===== src/rtl/cpu_pkg.sv =====
// cpu_pkg: shared definitions for the decode stage.
//   - instruction width and field bit positions
//   - opcode constants
//   - decode-stage FSM state type
//   - decoded-entry record stored in the skid FIFO
package cpu_pkg;

    localparam int INSTR_W = 16;

    // Instruction field bit positions
    localparam int OPC_HI = 15;
    localparam int OPC_LO = 12;
    localparam int RD_HI  = 11;
    localparam int RD_LO  = 8;
    localparam int RS_HI  = 7;
    localparam int RS_LO  = 4;
    localparam int RT_HI  = 3;
    localparam int RT_LO  = 0;

    // Opcodes
    localparam logic [3:0] OP_ADD    = 4'h0;
    localparam logic [3:0] OP_PADDSB = 4'h1;
    localparam logic [3:0] OP_SUB    = 4'h2;
    localparam logic [3:0] OP_XOR    = 4'h3;
    localparam logic [3:0] OP_SLL    = 4'h4;
    localparam logic [3:0] OP_SRA    = 4'h5;
    localparam logic [3:0] OP_ROR    = 4'h6;
    localparam logic [3:0] OP_RED    = 4'h7;
    localparam logic [3:0] OP_LW     = 4'h8;
    localparam logic [3:0] OP_SW     = 4'h9;
    localparam logic [3:0] OP_LLB    = 4'hA;
    localparam logic [3:0] OP_LHB    = 4'hB;
    localparam logic [3:0] OP_B      = 4'hC;
    localparam logic [3:0] OP_BR     = 4'hD;
    localparam logic [3:0] OP_PCS    = 4'hE;
    localparam logic [3:0] OP_HLT    = 4'hF;

    typedef enum logic [1:0] {
        ST_RUN    = 2'd0,
        ST_DRAIN  = 2'd1,
        ST_HALTED = 2'd2
    } state_e;

    typedef struct packed {
        logic [3:0] opcode;
        logic [3:0] rd;
        logic [3:0] rs;
        logic [3:0] rt;
        logic [3:0] shift_val;
        logic       is_shift;
        logic       we;
    } decoded_t;

endpackage


===== src/rtl/instr_decoder.sv =====
// instr_decoder: purely combinational field extraction for one instruction.
// Ports:
//   instr  in   16-bit instruction word
//   dec    out  decoded fields (opcode, rd, rs, rt, shift_val, is_shift, we)
module instr_decoder
    import cpu_pkg::*;
(
    input  logic [INSTR_W-1:0] instr,
    output decoded_t           dec
);

    logic [3:0] opc;

    always_comb begin
        opc           = instr[OPC_HI:OPC_LO];
        dec           = '0;
        dec.opcode    = opc;
        dec.rd        = instr[RD_HI:RD_LO];
        dec.rt        = instr[RT_HI:RT_LO];
        // LLB/LHB modify part of rd, so rd is also the source operand.
        dec.rs        = ((opc == OP_LLB) || (opc == OP_LHB)) ? instr[RD_HI:RD_LO]
                                                             : instr[RS_HI:RS_LO];
        dec.is_shift  = (opc == OP_SLL) || (opc == OP_SRA) || (opc == OP_ROR);
        dec.shift_val = dec.is_shift ? instr[RT_HI:RT_LO] : 4'h0;
        dec.we        = !((opc == OP_SW) || (opc == OP_B) ||
                          (opc == OP_BR) || (opc == OP_HLT));
    end

endmodule


===== src/rtl/id_skid_decode.sv =====
// id_skid_decode: instruction-decode stage with a 2-entry skid FIFO.
// Instructions are decoded on the push side and the decoded record is
// buffered; the EX stage sees the head entry. An HLT stops intake, lets the
// buffer drain, and halts the stage once the HLT itself has been consumed.
// Ports:
//   clk, rst_n                  clock, async active-low reset
//   in_valid/in_ready           fetch-side handshake
//   in_instr, in_pc             fetched instruction and its PC
//   flush                       branch redirect: drop everything held/incoming
//   out_valid/out_ready         EX-side handshake
//   out_opcode/rd/rs/rt         decoded register fields of the head entry
//   out_shift_val, out_is_shift shifter controls
//   out_we                      register-file write enable
//   out_pc                      PC of the head entry
//   halted                      stage has retired an HLT
module id_skid_decode
    import cpu_pkg::*;
#(
    parameter int DATA_W = 16
) (
    input  logic              clk,
    input  logic              rst_n,
    input  logic              in_valid,
    output logic              in_ready,
    input  logic [DATA_W-1:0] in_instr,
    input  logic [DATA_W-1:0] in_pc,
    input  logic              flush,
    output logic              out_valid,
    input  logic              out_ready,
    output logic [3:0]        out_opcode,
    output logic [3:0]        out_rd,
    output logic [3:0]        out_rs,
    output logic [3:0]        out_rt,
    output logic [3:0]        out_shift_val,
    output logic              out_is_shift,
    output logic              out_we,
    output logic [DATA_W-1:0] out_pc,
    output logic              halted
);

    state_e            state_q, state_d;
    logic [1:0]        count_q, count_d;
    decoded_t          dec_q [2];
    decoded_t          dec_d [2];
    logic [DATA_W-1:0] pc_q  [2];
    logic [DATA_W-1:0] pc_d  [2];

    decoded_t dec_in;
    logic     push;
    logic     pop;
    logic     flush_eff;

    instr_decoder u_instr_decoder (
        .instr (in_instr),
        .dec   (dec_in)
    );

    // Handshakes depend on registered state only.
    assign in_ready  = (state_q == ST_RUN) && (count_q < 2'd2);
    assign out_valid = (count_q != 2'd0) && (state_q != ST_HALTED);
    assign push      = in_valid && in_ready && !flush;
    assign pop       = out_valid && out_ready && !flush;
    // A halted stage ignores flush entirely.
    assign flush_eff = flush && (state_q != ST_HALTED);

    // FSM next state
    always_comb begin
        state_d = state_q;
        if (flush_eff) begin
            state_d = ST_RUN;
        end else begin
            case (state_q)
                ST_RUN:    if (push && (dec_in.opcode == OP_HLT)) state_d = ST_DRAIN;
                ST_DRAIN:  if (pop && (dec_q[0].opcode == OP_HLT)) state_d = ST_HALTED;
                ST_HALTED: state_d = ST_HALTED;
                default:   state_d = ST_RUN;
            endcase
        end
    end

    // FIFO next state. Slot 0 is always the head; slot 1 is the skid slot.
    always_comb begin
        count_d = count_q;
        dec_d   = dec_q;
        pc_d    = pc_q;
        if (flush_eff) begin
            count_d = 2'd0;
        end else begin
            case ({push, pop})
                2'b10: begin
                    // count is 0 or 1 here, so its LSB selects the free slot
                    dec_d[count_q[0]] = dec_in;
                    pc_d[count_q[0]]  = in_pc;
                    count_d           = count_q + 2'd1;
                end
                2'b01: begin
                    // Only advance the skid slot when it holds a live entry;
                    // an emptied buffer keeps showing the last head.
                    if (count_q == 2'd2) begin
                        dec_d[0] = dec_q[1];
                        pc_d[0]  = pc_q[1];
                    end
                    count_d = count_q - 2'd1;
                end
                2'b11: begin
                    // Both can only fire at count 1: the new beat replaces the head.
                    dec_d[0] = dec_in;
                    pc_d[0]  = in_pc;
                end
                default: ;
            endcase
        end
    end

    always_ff @(posedge clk or negedge rst_n) begin
        if (!rst_n) begin
            state_q <= ST_RUN;
            count_q <= 2'd0;
            dec_q   <= '{default: '0};
            pc_q    <= '{default: '0};
        end else begin
            state_q <= state_d;
            count_q <= count_d;
            dec_q   <= dec_d;
            pc_q    <= pc_d;
        end
    end

    assign out_opcode    = dec_q[0].opcode;
    assign out_rd        = dec_q[0].rd;
    assign out_rs        = dec_q[0].rs;
    assign out_rt        = dec_q[0].rt;
    assign out_shift_val = dec_q[0].shift_val;
    assign out_is_shift  = dec_q[0].is_shift;
    assign out_we        = dec_q[0].we;
    assign out_pc        = pc_q[0];
    assign halted        = (state_q == ST_HALTED);

endmodule


===== config.mk =====
export PLATFORM = sky130hd
export DESIGN_NAME = id_skid_decode
export DESIGN_NICKNAME = d
export VERILOG_FILES = /design/src/rtl/cpu_pkg.sv /design/src/rtl/instr_decoder.sv /design/src/rtl/id_skid_decode.sv
export SDC_FILE = /design/constraint.sdc
export NUM_CORES = 1
export LEC_CHECK = 0
export ABC_AREA = 1
export BUFFER_PORTS_ARGS = -buffer_cell sky130_fd_sc_hd__buf_2
export CORE_MARGIN = 1.5
export CORE_UTILIZATION = 40
export DETAILED_ROUTE_END_ITERATION = 8
export GPL_ROUTABILITY_DRIVEN = 0
export PLACE_DENSITY = 0.62
export REMOVE_ABC_BUFFERS = 1
export SLEW_MARGIN = 20
export SYNTH_ARGS = -nofsm -noshare
export SYNTH_HDL_FRONTEND = slang
export SYNTH_SLANG_ARGS = --single-unit

===== constraint.sdc =====
create_clock -name clk -period 1.5 [get_ports clk]
set_input_delay 0.3 -clock clk [delete_from_list [all_inputs] [get_ports clk]]
set_output_delay 0.3 -clock clk [all_outputs]
set_load 0.05 [all_outputs]

==> impl_metrics.json, run 1 <==
{
  "synthesis.area_mm2": 0.004264,
  "yosys_warnings": 0,
  "vias": 3831,
  "hold_end": "pc_q[12]",
  "holdWs_ns": 0.1371,
  "die_y_um": 106.3,
  "avgSynthCellArea_um2": 7.352,
  "setup_viol": 83,
  "via_per_inst": 4.819,
  "path_buf_inv": 3,
  "seq_area_mm2": 0.002002,
  "fin_ws_ns": -0.2357,
  "ys_types": 18,
  "cts.sinks": 80,
  "multi_input_area_mm2": 0.001993,
  "rows": 37,
  "reg2reg_from": "state_q[1]",
  "tns_ns": -12.09,
  "cp.required_ns": 1.20,
  "fin_crit_ns": 1.736,
  "p_sw_share_pct": 47.08,
  "io_pins": 78,
  "fmax_ghz": 0.5761,
  "port_buffers": 77,
  "cts_buffer_depth": 2,
  "cpMostUsedCell": "buf_6",
  "timing_worst_setup_path_type": "register to output port",
  "layout.nets": 694,
  "ys_seq_elements": 80,
  "cts_root_buf": "clkbuf_8",
  "nFillCells": 953,
  "drv_slew": 0,
  "drc": 0,
  "hold_depth": 3,
  "worstReg2RegEnd": "pc_q[4]",
  "synth_edf_count": 0,
  "drtIter0Drc": 208,
  "final_hold_viol_count": 0,
  "slowest_delay_ns": 0.44,
  "clk_pin_slew_ns": 0.10,
  "dieArea_mm2": 0.01129,
  "p_clk_share_pct": 15.1,
  "intPower_w": 0.005861,
  "grt_setup_unrepaired": "yes",
  "dp_cells": 765,
  "hold_path_class": "primary input to register",
  "clock_latency_ns": 0.37,
  "fin_crit_sh_pct": 115.7,
  "switchingPower_w": 0.005214,
  "critPathLaunchType": "register",
  "end_kind": "output port",
  "grt_max_degree": 34,
  "status": "finished with violations",
  "dieWidth_um": 106.3,
  "overflow": 0,
  "drive_gt1_share_pct": 32.93,
  "skew_ns": 0.01720,
  "grt_pass1_vias": 3693,
  "crit_fanout": 3,
  "synth_most_common_cell": "nand2_1",
  "diodes": 0,
  "violations": "setup timing",
  "maxCapViolCount": 0,
  "cp_slowest_cell": "dfrtp_1",
  "crit_arrival_ns": 1.44,
  "cts_tree": "done",
  "cts_max_level": 3,
  "path_cells": "ha_4, buf_6, nor2_4, buf_6, buf_8",
  "reg2regPathDepth": 11,
  "grt_pass1_wl_mm": 18.10,
  "drt-total-wl_mm": 11.19,
  "yosys.area.top_type": "dfrtp_1",
  "powerDensity_mw_per_mm2": 1982,
  "synth_flop_cell": "dfrtp_1",
  "async_reset_ff_share_pct": 100.0,
  "max_slew.worst_pin.slew_ns": 0.2963,
  "power.total_w": 0.01107,
  "synth_common_cells": "nand2_1 (310), dfrtp_1 (80), nand3_1 (54)",
  "first_pass_iters": 4,
  "seqPwrFrac_pct": 33.1,
  "p_leak_nw": 3.079,
  "syn_to_final_growth_pct": 31.02,
  "dp_hpwl_mm": 7.016,
  "grtUsageTotal_pct": 20.46,
  "hold_path.startpoint": "in_pc[12]",
  "yosysSeqAreaShare_pct": 46.95,
  "antenna_found_initial": 0,
  "peakVddDrop_v": 0.0007291,
  "synthTopCellsByArea": "dfrtp_1 (47%), nand2_1 (27%), buf_4 (7.2%)",
  "p_comb_share_pct": 51.8,
  "synth_cells": 580,
  "fin_cells": 795,
  "synth_top_area_share_pct": 46.95,
  "cts_buffers": 9,
  "ant_nets": 0,
  "wl_per_cell_um": 14.08,
  "start_util_pct": 41.30,
  "path_delay_family": "flip-flops",
  "core_mm2": 0.01032,
  "reg2reg_slack_ns": -0.20,
  "maxSlewHeadroom_pct": 80.17
}
==> final cells by class <==
| class | count | share of cell area, % |
|---|---|---|
| Clock inverter | 5 | 1.142 |
| Tap cell | 136 | 3.046 |
| Timing Repair Buffer | 127 | 19.60 |
| Multi-Input combinational cell | 414 | 35.68 |
| Clock buffer | 11 | 2.531 |
| Inverter | 22 | 2.172 |
| Sequential cell | 80 | 35.83 |
==> worst max path at each step <==
stage,startpoint,to,slack (ns),cells past startpoint
floorplan,state_q[0],out_is_shift,-1.61,9
global placement,state_q[1],count_q[0],-0.06,10
detailed placement,state_q[1],dec_q[4],-0.15,8
CTS,state_q[0],out_valid,-0.23,6
global route,state_q[1],out_valid,-0.29,5
finish,state_q[1],out_valid,-0.24,5
==> layout by cell type (no fill, tap or decap), types with 2 or more instances in the layout <==
master	synthesis	routed
nand2_1	310	266
dfrtp_1	80	80
buf_2	14	73
nand3_1	54	47
nand2_2	3	39
buf_4	41	22
nor2_1	21	18
inv_1	18	14
buf_12	0	12
clkbuf_8	0	10
buf_6	6	9
o21ai_1	0	7
nand3_2	2	7
nand2_4	0	7
inv_2	4	5
nand4_1	5	5
o21ai_2	0	5
buf_16	0	5
buf_8	0	5
nor2_4	1	3
inv_6	0	2
nand3_4	0	2
ha_4	0	2
clkinv_4	0	2
==> worst min-delay path: cells and delay by family <==
family,cells,cell delay [ns]
buffers and inverters,1,0.09
and+or+nand+nor,2,0.09
==> cells by family (layout without fill, tap and decap cells) <==
group / count (synthesis) / count (layout) / share of synthesized area, %
and+or+nand+nor: 397 / 397 / 37.85
adders and majority gates: 3 / 3 / 0.8804
DFF: 80 / 80 / 46.95
buffers and inverters: 86 / 165 / 12.65
AOI/OAI and AO/OA: 14 / 14 / 1.673
==> layer usage <==
| layer | GRT usage [%] | routed length (µm) |
|---|---|---|
| met5 | 0 | 0 |
| met2 | 34.33 | 5727 |
| met1 | 26.34 | 4857 |
| met3 | 4.414 | 466 |
| met4 | 6.467 | 143 |
==> power by group through the flow <==
stage          clock network [W]  registers (W)  logic (W)
6_report                 0.00168        0.00366    0.00573
5_1_grt                  0.00181        0.00378    0.00621
4_1_cts                  0.00171        0.00361    0.00548
3_5_place_dp                   0        0.00361    0.00499
3_3_place_gp                   0        0.00359    0.00490
2_1_floorplan                  0        0.00504    0.00189
==> through the flow <==
stage               setup WS (ns)  util (%)  area [µm²]
floorplan                  -1.610         -        3807
global placement         -0.06379     46.24        4773
detailed placement        -0.1493     46.24        4773
CTS                       -0.2345     51.61        5328
global route              -0.2894     54.11        5587
finish                    -0.2357     54.11        5587
==> registers in the layout, summed over array words and instances, names as in the netlist <==
name	cells
out_pc	16
dec_q	22
out_rd	4
out_opcode	4
out_shift_val	4
out_we	1
out_is_shift	1
count_q	2
out_rt	4
state_q	2
pc_q	16
out_rs	4
==> what timing repair did <==
action                                  in CTS  in global routing
cloned                                       5                  0
resized for setup                           62                 72
pin swaps                                   13                  7
hold endpoints to repair                    17                  0
setup buffers                                1                  8
hold buffers                                 1                  0
endpoints found under the setup margin      83                 83
Power figures use the tool's default switching activity.
==> run 2, diff against run 1 <==
CELL_PAD_IN_SITES_DETAIL_PLACEMENT = 1   (was not set)
CELL_PAD_IN_SITES_GLOBAL_PLACEMENT = 1   (was not set)
CORE_UTILIZATION = 36   (was 40)
PLACE_DENSITY = 0.75   (was 0.62)
==> run 2 against run 1 <==
  * The flow still finishes with violations (setup timing)
  * Sequential power up 2%
  * Clock skew fell by 0.010 ns
  * Maximum frequency up 0.31%
  * Critical endpoint is now out_shift_val[3]
==> impl_metrics.json, run 2 (synthesized netlist as in run 1, its figures left out) <==
{
  "status": "finished with violations",
  "violations": "setup timing",
  "power.total_w": 0.01224,
  "crit_arrival_ns": 2.01,
  "fin_crit_ns": 1.730,
  "cts.sinks": 80,
  "drtIter0Drc": 160,
  "max_slew.worst_pin.slew_ns": 0.3776,
  "slowest_delay_ns": 0.38,
  "drv_slew": 0,
  "path_cells": "inv_2, ha_4, inv_4, buf_4, o21ai_0, nor2_1, buf_4, nand3_1, nand3_1, nand2_1, nand2_1",
  "layout_commonest_cell": "nand2_1",
  "cts_max_level": 3,
  "regMostFlops": "dec_q",
  "vias": 3981,
  "dp_hpwl_mm": 8.278,
  "syn_to_final_growth_pct": 33.22,
  "io_pins": 78,
  "fin_crit_sh_pct": 115.4,
  "setup_viol": 83,
  "via_per_inst": 4.989,
  "peakVddDrop_v": 0.001146,
  "timing_worst_setup_path_type": "register to register",
  "grt_pass1_wl_mm": 20.34,
  "cts_buffers": 9,
  "p_leak_nw": 3.100,
  "cts_root_buf": "clkbuf_16",
  "maxCapViolCount": 0,
  "end_kind": "register",
  "critPathLaunchType": "register",
  "port_buffers": 77,
  "crit_fanout": 6,
  "drt-total-wl_mm": 13.68,
  "fin_ws_ns": -0.2304,
  "first_pass_iters": 4,
  "powerDensity_mw_per_mm2": 2154,
  "grt_max_degree": 36,
  "wl_per_cell_um": 17.15,
  "mostFrequentLayoutCells": "nand2_1 (257), dfrtp_1 (79), buf_2 (73)",
  "grt_setup_unrepaired": "yes",
  "clock_latency_ns": 0.34,
  "nFillCells": 1385,
  "hold_path_class": "primary input to register",
  "drive_gt1_share_pct": 33.59,
  "grtUsageTotal_pct": 20.39,
  "place_area_mm2": 0.004830,
  "start_util_pct": 37.18,
  "largest_reg_flops": 22,
  "cts_tree": "done",
  "final_area_mm2": 0.005680,
  "antenna_found_initial": 0,
  "fmax_ghz": 0.5779,
  "rows": 39,
  "cp.required_ns": 1.78,
  "dieArea_mm2": 0.01251,
  "diodes": 0,
  "layout.nets": 690,
  "skew_ns": 0.007201,
  "cp_slowest_cell": "dfrtp_1",
  "core_mm2": 0.01147,
  "ant_nets": 0,
  "grt_pass1_vias": 4170,
  "tns_ns": -12.24,
  "clk_pin_slew_ns": 0.06,
  "die_y_um": 111.8,
  "cts_buffer_depth": 2,
  "final_hold_viol_count": 0,
  "maxSlewHeadroom_pct": 74.83,
  "overflow": 0,
  "drc": 0,
  "dieWidth_um": 111.8
}
-- run 2: cell count changes in the layout (fill, tap and decap cells not counted), moves of 6 or more --
cell,delta
nand2_2,+10
clkbuf_16,+14
nand2_1,-9
clkbuf_8,-8
buf_6,-6
-- run 2: layout make-up --
class / instances / area (µm²) / share of cell area (%)
sequential: 80 / 2003 / 35.26
multi-input combinational: 414 / 1998 / 35.18
timing repair buffer: 123 / 1067 / 18.79
clock buffer: 12 / 256.5 / 4.515
tap: 143 / 178.9 / 3.150
inverter: 22 / 100.1 / 1.762
clock inverter: 4 / 76.32 / 1.344
-- run 2: final timing paths --
check / from / endpoint / slack [ns] / cells past startpoint
min in group asynchronous: rst_n / out_rd[2] / 0.41 / 2
max: state_q[0] / out_shift_val[3] / -0.23 / 11
max reg2reg: state_q[0] / out_shift_val[3] / -0.23 / 11
max in group asynchronous: rst_n / out_pc[4] / 0.56 / 3
min: in_pc[6] / pc_q[6] / 0.18 / 3
min reg2reg: out_rt[0] / out_rt[0] / 0.47 / 2
-- run 2: report_power, final --
group	internal, W	switching, W	leakage [nW]	total, W
clock network	0.00155	0.000919	0.159	0.00247
logic	0.00203	0.00401	1.91	0.00604
registers	0.00309	0.000634	1.03	0.00372
-- run 2: per-layer routing --
metal / wire length (µm) / GRT usage (%) / part of all wire (%)
met4: 228 / 6.582 / 1.7
met2: 7013 / 35.65 / 51
met1: 5984 / 25.64 / 44
met5: 0 / 0 / 0
met3: 455 / 3.484 / 3.3
-- run 2: through the flow --
stage	util [%]	hold slack [ns]	cells	setup slack, ns
after floorplan	-	0.004409	516	-1.610
after global placement	42.12	0.2439	775	-0.1695
after detailed placement	42.12	0.2460	775	-0.2555
after CTS	46.33	0.1753	792	-0.2119
after global routing	49.54	0.1865	798	-0.3012
final	49.54	0.1832	798	-0.2304
-- run 2: critical path, delay by kind of cell (launching register included) --
family	cells	cell delay (ns)
AND/OR/NAND/NOR	5	0.53
buffers and inverters	4	0.47
flip-flops	1	0.38
adder cells (fa/ha/maj)	1	0.19
AO/OA/AOI/OAI	1	0.09
-- run 2: what timing repair did --
action | CTS | global route
endpoints found under the setup margin | 83 | 83
setup buffers | 0 | 2
endpoints found under the hold margin | 24 | 0
resized for setup | 43 | 82
cloned | 0 | 5
hold buffers | 1 | 0
pin swaps | 2 | 19
